$ cat src/rtl/serial_adder.sv
// Bit-serial WIDTH-bit adder: one full-adder cell plus a carry flop, LSB-first.
// Operands load on an accepted start; the sum streams out one bit per clock.
module serial_adder #(
    parameter int WIDTH = 8
) (
    input  logic             clk,
    input  logic             reset,
    input  logic             start,
    input  logic [WIDTH-1:0] a,
    input  logic [WIDTH-1:0] b,
    input  logic             cin,
    output logic             busy,
    output logic             done,
    output logic [WIDTH-1:0] sum,
    output logic             cout,
    output logic             bit_out,
    output logic             bit_valid
);
    localparam int CW = $clog2(WIDTH);
    localparam logic [CW-1:0] LAST = CW'(WIDTH - 1);

    typedef enum logic [1:0] {IDLE, RUN, DONE} state_t;

    state_t           state_q, state_d;
    logic [WIDTH-1:0] a_sr_q, a_sr_d, b_sr_q, b_sr_d, sum_sr_q, sum_sr_d;
    logic [CW-1:0]    count_q, count_d;
    logic             carry_q, carry_d;
    logic             bit_out_q, bit_out_d, bit_valid_q, bit_valid_d;
    logic             fa_s, fa_c, load;

    assign fa_s = a_sr_q[0] ^ b_sr_q[0] ^ carry_q;
    assign fa_c = (a_sr_q[0] & b_sr_q[0]) | ((a_sr_q[0] ^ b_sr_q[0]) & carry_q);
    assign load = start && (state_q == IDLE || state_q == DONE);

    always_ff @(posedge clk or posedge reset) begin
        if (reset) begin
            state_q     <= IDLE;
            a_sr_q      <= '0;
            b_sr_q      <= '0;
            sum_sr_q    <= '0;
            count_q     <= '0;
            carry_q     <= 1'b0;
            bit_out_q   <= 1'b0;
            bit_valid_q <= 1'b0;
        end else begin
            state_q     <= state_d;
            a_sr_q      <= a_sr_d;
            b_sr_q      <= b_sr_d;
            sum_sr_q    <= sum_sr_d;
            count_q     <= count_d;
            carry_q     <= carry_d;
            bit_out_q   <= bit_out_d;
            bit_valid_q <= bit_valid_d;
        end
    end

    always_comb begin
        state_d = state_q;
        case (state_q)
            IDLE:    if (start) state_d = RUN;
            RUN:     if (count_q == LAST) state_d = DONE;
            DONE:    state_d = start ? RUN : IDLE;
            default: state_d = IDLE;
        endcase
    end

    // sum_sr and carry are held outside RUN so the last result stays visible in IDLE.
    always_comb begin
        a_sr_d      = a_sr_q;
        b_sr_d      = b_sr_q;
        sum_sr_d    = sum_sr_q;
        count_d     = count_q;
        carry_d     = carry_q;
        bit_out_d   = bit_out_q;
        bit_valid_d = 1'b0;
        if (load) begin
            a_sr_d  = a;
            b_sr_d  = b;
            carry_d = cin;
            count_d = '0;
        end else if (state_q == RUN) begin
            a_sr_d      = {1'b0, a_sr_q[WIDTH-1:1]};
            b_sr_d      = {1'b0, b_sr_q[WIDTH-1:1]};
            sum_sr_d    = {fa_s, sum_sr_q[WIDTH-1:1]};
            carry_d     = fa_c;
            bit_out_d   = fa_s;
            bit_valid_d = 1'b1;
            if (count_q != LAST) count_d = count_q + 1'b1;
        end
    end

    always_comb begin
        busy      = (state_q == RUN);
        done      = (state_q == DONE);
        sum       = sum_sr_q;
        cout      = carry_q;
        bit_out   = bit_out_q;
        bit_valid = bit_valid_q;
    end
endmodule

$ cat config.mk
export PLATFORM = sky130hd
export DESIGN_NAME = serial_adder
export DESIGN_NICKNAME = d
export VERILOG_FILES = /design/src/rtl/serial_adder.sv
export SDC_FILE = /design/constraint.sdc
export NUM_CORES = 1
export LEC_CHECK = 0
export BUFFER_PORTS_ARGS = -buffer_cell sky130_fd_sc_hd__clkbuf_2
export CAP_MARGIN = 20
export CORE_MARGIN = 4
export CORE_UTILIZATION = 50
export CTS_CLUSTER_DIAMETER = 100
export DETAILED_ROUTE_END_ITERATION = 16
export PLACE_DENSITY = 0.75
export SLEW_MARGIN = 20
export SYNTH_ARGS = -nofsm -noshare
export SYNTH_HDL_FRONTEND = slang
export SYNTH_SLANG_ARGS = --single-unit
$ cat constraint.sdc
create_clock -name clk -period 1.6 [get_ports clk]
set_input_delay 0.16 -clock clk [delete_from_list [all_inputs] [get_ports clk]]
set_output_delay 0.16 -clock clk [all_outputs]
set_load 0.01 [all_outputs]
# Word level (Yosys, flattened, before mapping)
# Cells that the tools add are included.
# Widths: inputs -> output; s select.
[op_classes]
n_addsub = 1
eq_ne = 6
n_mux = 15
n_bitwise = 6
reduce_logical = 8
[op_table]
columns = ["op", "count"]
rows = [
  ["$mux 8", 4],
  ["$mux 3", 3],
  ["$pmux 2 s3", 1],
  ["$reduce_and 2->1", 3],
  ["$mux 1", 5],
  ["$mux 2", 2],
  ["$reduce_bool 2->1", 2],
  ["$add 3x1->3 const B", 1],
  ["$eq 3x3->1 const B", 1],
  ["$ne 3x3->1 const B", 1],
  ["$and 1x1->1", 2],
  ["$eq 2x1->1 const B", 1],
  ["$eq 2x2->1 const B", 1],
  ["$logic_not 2->1", 1],
  ["$ne 2x1->1 const B", 1],
  ["$ne 2x2->1 const B", 1],
  ["$xor 1x1->1", 2],
  ["$logic_and 1x1->1", 1],
  ["$logic_or 1x1->1", 1],
  ["$not 1->1", 1],
  ["$or 1x1->1", 1],
]
[word_totals]
register_bits = 32
in_bits = 20
output_inout_bits = 13
word_cells = 44

# Logic depth before layout (Yosys ltp)
# Gate-level depths: netlist (run 1).
[depth]
ltp_word = 5
depth_mapped = 5
mapped_depth_nobuf = 5

# Least setup slack after synthesis (run 1)
# No wires, ideal clock.
[synth_timing]
path_kind = "register to register"
start = "register count_q[0]"
end = "register count_q[0]"
arrival_ns = 1.290
required_time_ns = 1.478
slack_ns = 0.188
stages_incl_launch_ff = 6
path_buffers = 0
cell_sequence = "dfrtp_1 ha_1 ha_1 or3b_1 nand3_1 o21ai_1"
[synth_between]
elab_chain_cells = 4
[synth_rtl]
columns = ["item", "line_no", "text"]
rows = [
  ["start, declared", "26", "logic [CW-1:0] count_q, count_d;"],
  ["start signal, assigned", "50", "count_q <= count_d;"],
  ["$add 3x1->3", "88", "if (count_q != LAST) count_d = count_q + 1'b1;"],
  ["$mux 3", "88", ""],
  ["$mux 3", "81", "end else if (state_q == RUN) begin"],
  ["$mux 3", "76", "if (load) begin"],
]
# Parallel ways exist; a longest one is shown, timed or not. The select of a mux whose other input is x is not followed.
# A chain may end at the register's enable or synchronous reset.

# Final worst setup path (run 1)
[layout_timing]
start = "register state_q[1]"
end = "output port busy"
[layout_between]
elab_chain_cells = 1
[layout_rtl]
columns = ["item", "line_no", "text"]
rows = [
  ["start, declared", "24", "state_t state_q, state_d;"],
  ["start signal, assigned", "46", "state_q <= state_d;"],
  ["$eq 2x1->1", "93", "busy = (state_q == RUN);"],
  ["end, declared", "12", "output logic busy,"],
]
# No other way between the ends.

==> results of run 1 <==
## tightest hold or removal path, delay by kind of cell
family	cells	cell delay, ns
buffers and inverters	2	0.13
AO/OA/AOI/OAI	1	0.05
## metrics by stage
stage | util | instance area (µm²) | hold WS, ns
floorplan | - | 1430 | 0.264
global placement | 0.592 | 1620 | 0.234
detailed placement | 0.592 | 1620 | 0.241
CTS | 0.622 | 1700 | 0.0465
global route | 0.624 | 1710 | 0.0387
finish | 0.624 | 1710 | 0.0565
## final cells by class
class                   count  share of cell area
clock buffers               8              0.0404
inverters                  16              0.0367
multi-input cells          81               0.313
flip-flops and latches     31               0.456
well taps                  31              0.0227
repair buffers             40               0.131
## what timing repair did
action	4_1_cts	5_1_grt
setup endpoints to repair	1	2
hold endpoints to repair	31	0
gates resized for setup	1	3
hold buffers	1	0
## placed cells by master, fill, tap and decap left out, types with 2 or more instances in the layout
cell type and instances:
a21oi_1 3, o22ai_2 6, a21oi_2 10, clkbuf_2 32, clkbuf_8 2, nand3_1 5, inv_1 15, nor2b_1 2
nand2_1 28, a221o_1 2, buf_4 7, o22ai_1 6, nand2b_1 2, clkbuf_4 5, dfrtp_2 2, nor2_1 3
dfrtp_1 29, mux2i_1 2, ha_1 2
## logic make-up after synthesis
group | Yosys count | share of synthesized area
and+or+nand+nor | 43 | 0.133
DFF | 31 | 0.544
muxes | 2 | 0.0140
adders and majority gates | 3 | 0.0316
AOI/OAI and AO/OA | 33 | 0.194
buffers and inverters | 24 | 0.0833
## metal layers
layer	share of wire	track usage
met1	0.45	0.208
met2	0.47	0.261
met3	0.070	0.0713
met4	0.0033	0.0455
met5	0	0
## sequential cells by signal, indices dropped and copies added (netlist names)
register,flops
count_q,3
sum,8
cout,1
a_sr_q,8
state_q,2
bit_valid,1
b_sr_q,8
## cells in the mapped netlist, types with 2 or more instances
master,count
mux2i_1,2
o22ai_1,6
nand3_1,5
buf_2,2
nor2b_1,2
buf_4,5
o22ai_2,6
a221o_1,2
a21oi_1,3
a21oi_2,10
inv_1,15
nor2_1,3
nand2b_1,2
ha_1,2
dfrtp_1,31
nand2_1,28
## how the worst min path moves through the flow
| stage | start | endpoint | slack (ns) | depth (start not counted) |
|---|---|---|---|---|
| final | b[7] | b_sr_q[7] | 0.06 | 3 |
| after global routing | b[7] | b_sr_q[7] | 0.04 | 3 |
| after CTS | b[7] | b_sr_q[7] | 0.05 | 3 |
| after detailed placement | reset | b_sr_q[2] | 0.24 | 3 |
| after global placement | reset | b_sr_q[2] | 0.23 | 3 |
| after floorplan | reset | a_sr_q[0] | 0.26 | 1 |
## power by group
part           internal, mW  switching (mW)
Sequential             1.15           0.277
Clock                 0.258           0.249
Combinational         0.657           0.782
Total                  2.06            1.31
==> impl_metrics.csv, run 1 <==
group,metric,value,unit
critical_path,crit_family,"flip-flops",
power,power_leakage,0.890,nW
flow_run,cap_violations,0,
grt,grt_overflow,0,
critical_path,required,1.44,ns
yosys,yosysTopAreaCellShare,0.544,
layout,nets,198,
critical_path,critPathMaxFanout,13,
yosys,ys_warn_count,0,
sta,skew,0.00370,ns
yosys,synth_nets,159,
power,finalPower,3.37,mW
route,viasPerCell,5.14,
power,peakVddDrop,1.27,mV
layout,drive_gt1_frac,0.375,
critical_path,start_kind,"flop",
power,powerDensity,1980,nW/µm²
sta,max_slew_margin,0.731,
critical_path,path_depth,3,
route,antenna_left,0,
critical_path,crit_path_end_kind,"primary output",
clocking,cts-buffers-inserted,5,
clocking,insertion_delay,0.32,ns
floorplanning,initial_core_util,0.522,
route,drtIter0Drc,69,
layout,multi_input_area,534,µm²
yosys,async_flop_share,1.00,
critical_path,critPathMaxStageDelay,0.47,ns
sta,finalCritPeriodShare,0.933,
clocking,cts_buffer_depth,2,
yosys,yosys-top-cells-area,"dfrtp_1 (54%), nand2_1 (7.4%), a21oi_2 (6.1%), o22ai_2 (5.3%), inv_1 (3.9%)",
sta,tns,0,ns
placement,portBuffers,32,
layout,num_antenna_cells,0,
critical_path,path_buf_inv,2,
critical_path,path_class,"reg2out",
sta,max_freq,670,MHz
clocking,cts_setup_buffers,0,
yosys,postSynthCellCount,136,
floorplanning,pin_count,33,
yosys,synth_area_per_cell,10.5,µm²
critical_path,path_cells,"nand2b_1, inv_4, clkbuf_2",
sta,maxSlewViolCount,0,
sta,period_minus_slack,1.49,ns
critical_path,r2r_end,"count_q[0]",
critical_path,worstPathArrival,1.33,ns
floorplanning,die-width,61.4,µm
sta,setup_ws,0.107,ns
grt,antenna_found_initial,0,
clocking,clock-sinks,31,
route,vias,1065,
grt,grt_start_max_net_pins,32,
critical_path,critical_path.endpoint,"busy",
placement,dp_slack,0.104,ns
route,avgRoutedWirePerCell,13.2,µm
clocking,cts_tree,"yes",
layout,regArea,778,µm²
critical_path,rrSetupSlack,0.11,ns
floorplanning,fp-row-count,19,
yosys,synth_cell_types,28,
critical_path,crit_slowest_cell,"dfrtp_2",
grt,grt_pass1_wl,4490,µm
clocking,cts_root_buf,"clkbuf_4",
sta,hold_violations,0,
sta,tightest_slew,0.404,ns
clocking,clk_pin_slew_worst_paths,0.09,ns
yosys,syn_area,1430,µm²
route,dr.pass1.iters,4,
yosys,synth_top_cell_by_area,"dfrtp_1",
yosys,ys_seq_area_frac,0.544,
clocking,h-tree-depth,2,
grt,grt_pass1_vias,1054,
placement,dp.final_hpwl,1950,µm
critical_path,crit_path_start,"state_q[1]",
sta,setup_viol,0,
critical_path,ff2ff_path_depth,5,
sta,rsz0062_at_grt,"false",
floorplanning,dieArea,3770,µm²
critical_path,timing.rr.start,"count_q[0]",
route,drc,0,
yosys,synth-seq-cells,31,
placement,placed_cells,198,
layout,area_delta_synth_final,19.6,%
status,status,"finished, final reports clean",
floorplanning,die_h,61.4,µm
layout,fillers,250,
grt,grt_use_total,0.165,
route,wl,2740,µm
worst_hold_path,min_path_type,"in2reg",
placement,gp_congestion,0.750,
yosys,synthFlopType,"dfrtp_1",
floorplanning,core-area,2730,µm²
layout,final_cells,207,
yosys,synth_edf_count,0,
Power figures use the tool's default switching activity.
==> inputs of run 2 (changes only) <==
--- a/config.mk
+++ b/config.mk
@@ -5,13 +5,14 @@
 export SDC_FILE = /design/constraint.sdc
 export NUM_CORES = 1
 export LEC_CHECK = 0
+export ABC_AREA = 1
 export BUFFER_PORTS_ARGS = -buffer_cell sky130_fd_sc_hd__clkbuf_2
 export CAP_MARGIN = 20
 export CORE_MARGIN = 4
 export CORE_UTILIZATION = 50
 export CTS_CLUSTER_DIAMETER = 100
 export DETAILED_ROUTE_END_ITERATION = 16
-export PLACE_DENSITY = 0.75
+export PLACE_DENSITY = 0.74
 export SLEW_MARGIN = 20
 export SYNTH_ARGS = -nofsm -noshare
 export SYNTH_HDL_FRONTEND = slang
==> impl_metrics.csv, run 2 <==
group,metric,value,unit
flow_run,cap_violations,0,
critical_path,critPathMaxFanout,10,
sta,finalCritPeriodShare,0.888,
layout,nets,256,
grt,grt_start_max_net_pins,17,
critical_path,start_kind,"flop",
placement,placed_cells,253,
placement,gp_congestion,0.772,
floorplanning,dieArea,3930,µm²
layout,drive_gt1_frac,0.231,
critical_path,worstPathArrival,1.26,ns
placement,dp.final_hpwl,2000,µm
yosys,syn_area,1500,µm²
critical_path,critical_path.endpoint,"busy",
critical_path,path_depth,4,
critical_path,path_cells,"inv_2, nand2_2, inv_4, clkbuf_2",
yosys,postSynthCellCount,192,
route,wl,2770,µm
critical_path,required,1.44,ns
route,drc,0,
critical_path,critPathMaxStageDelay,0.38,ns
yosys,synth_top_cell_by_area,"dfrtp_1",
critical_path,crit_path_end_kind,"primary output",
route,drtIter0Drc,53,
layout,num_antenna_cells,0,
route,viasPerCell,4.65,
critical_path,rrSetupSlack,0.29,ns
yosys,synth_area_per_cell,7.79,µm²
layout,area_delta_synth_final,18.2,%
yosys,async_flop_share,1.00,
grt,grt_use_total,0.156,
grt,grt_overflow,0,
sta,hold_violations,0,
route,avgRoutedWirePerCell,10.4,µm
critical_path,crit_slowest_cell,"dfrtp_1",
clocking,cts_root_buf,"clkbuf_4",
clocking,clk_pin_slew_worst_paths,0.10,ns
critical_path,path_buf_inv,3,
yosys,synthFlopType,"dfrtp_1",
sta,tightest_slew,0.458,ns
critical_path,path_class,"reg2out",
critical_path,r2r_end,"count_q[1]",
floorplanning,die_h,62.7,µm
placement,dp_slack,0.237,ns
route,antenna_left,0,
sta,setup_ws,0.179,ns
placement,portBuffers,32,
power,powerDensity,1830,nW/µm²
route,dr.pass1.iters,4,
sta,tns,0,ns
grt,antenna_found_initial,0,
sta,max_slew_margin,0.694,
sta,rsz0062_at_grt,"false",
critical_path,crit_path_start,"state_q[1]",
layout,final_common_cell,"nand2_1",
clocking,cts-buffers-inserted,5,
critical_path,crit_family,"buffers and inverters",
yosys,synth_edf_count,0,
route,vias,1233,
grt,grt_pass1_wl,4860,µm
yosys,synth_cell_types,15,
clocking,cts_tree,"yes",
yosys,ys_top_cells_by_count,"nand2_1 (84), dfrtp_1 (31), inv_1 (29)",
yosys,yosysTopAreaCellShare,0.519,
power,power_leakage,1.08,nW
yosys,synth.most_common_cell,"nand2_1",
yosys,yosys-top-cells-area,"dfrtp_1 (52%), nand2_1 (21%), nand3_1 (9.0%), inv_1 (7.3%), buf_4 (2.0%)",
clocking,cts_buffer_depth,2,
floorplanning,initial_core_util,0.533,
floorplanning,die-width,62.7,µm
sta,maxSlewViolCount,0,
yosys,synth_nets,215,
layout,post-route-util,0.630,
yosys,synth-seq-cells,31,
floorplanning,core-area,2810,µm²
clocking,clock-sinks,31,
floorplanning,fp-row-count,19,
clocking,insertion_delay,0.33,ns
yosys,ys_warn_count,0,
clocking,h-tree-depth,2,
yosys,ys_seq_area_frac,0.519,
sta,setup_viol,0,
layout,final_cells,265,
layout,final_cell_mix,"nand2_1 (83), clkbuf_2 (32), dfrtp_1 (30), inv_1 (29), nand3_1 (27)",
grt,grt_pass1_vias,1097,
critical_path,timing.rr.start,"count_q[0]",
critical_path,ff2ff_path_depth,7,
sta,period_minus_slack,1.42,ns
floorplanning,pin_count,33,
sta,skew,0.00627,ns
worst_hold_path,min_path_type,"in2reg",
status,status,"finished, final reports clean",
sta,max_freq,704,MHz
power,peakVddDrop,0.824,mV
## run 2: cell count changes after synthesis, moves of 3 or more
cell     delta
nand2_1    +56
o22ai_2     -6
a21oi_1     -3
inv_1      +14
nand3_1    +22
a21oi_2    -10
o22ai_1     -6
## run 2: cells by family (layout without fill, tap and decap cells)
family	Yosys count	in the layout	synth area share
simple gates	116	116	0.326
compound gates	3	3	0.0100
flops	31	31	0.519
fa+ha+maj	3	3	0.0301
buf+inv	39	81	0.115
## run 2: report_power, final
part,internal [mW],leakage [nW],switching (mW)
Sequential,1.14,0.387,0.217
Clock,0.171,0.0293,0.265
Combinational,0.568,0.662,0.875
Total,1.88,1.08,1.36
## run 2: how the worst min path moves through the flow
| stage | start | end | slack [ns] | cells after the start |
|---|---|---|---|---|
| 3_3_place_gp | reset | count_q[1] | 0.17 | 2 |
| 5_1_grt | b[7] | b_sr_q[7] | 0.02 | 3 |
| 4_1_cts | b[7] | b_sr_q[7] | 0.02 | 3 |
| 3_5_place_dp | reset | count_q[1] | 0.18 | 2 |
| 2_1_floorplan | reset | a_sr_q[0] | 0.26 | 1 |
| 6_report | b[7] | b_sr_q[7] | 0.03 | 3 |
## run 2: layout make-up
cell class | count | area (µm²)
Timing Repair Buffer | 40 | 223
Multi-Input combinational cell | 122 | 549
Fill cell | 274 | 1040
Clock inverter | 1 | 5.00
Clock buffer | 7 | 45.0
Tap cell | 31 | 38.8
Inverter | 33 | 129
Sequential cell | 31 | 777
## run 2: metrics by stage
stage	power (mW)	hold slack (ns)	cell area, µm²
floorplan	2.42	0.264	1500
global placement	2.74	0.171	1680
detailed placement	2.77	0.176	1680
CTS	3.21	0.0183	1740
global route	3.58	0.0232	1770
finish	3.24	0.0293	1770
## run 2: metal layers
metal  global-route usage  part of all wire
met5                    0                 0
met4               0.0634             0.016
met3               0.0522             0.061
met2                0.234              0.43
met1                0.208              0.49
## run 2: tightest hold or removal path: cells and delay by family
kind | cells | cell delay [ns]
buffers and inverters | 1 | 0.08
AND/OR/NAND/NOR | 2 | 0.10
## run 2: what timing repair did
| action | 4_1_cts | 5_1_grt |
|---|---|---|
| hold buffers | 1 | 0 |
| setup buffers | 0 | 3 |
| hold endpoints to repair | 10 | 0 |
| setup endpoints to repair | 1 | 1 |
| gates resized for setup | 1 | 2 |
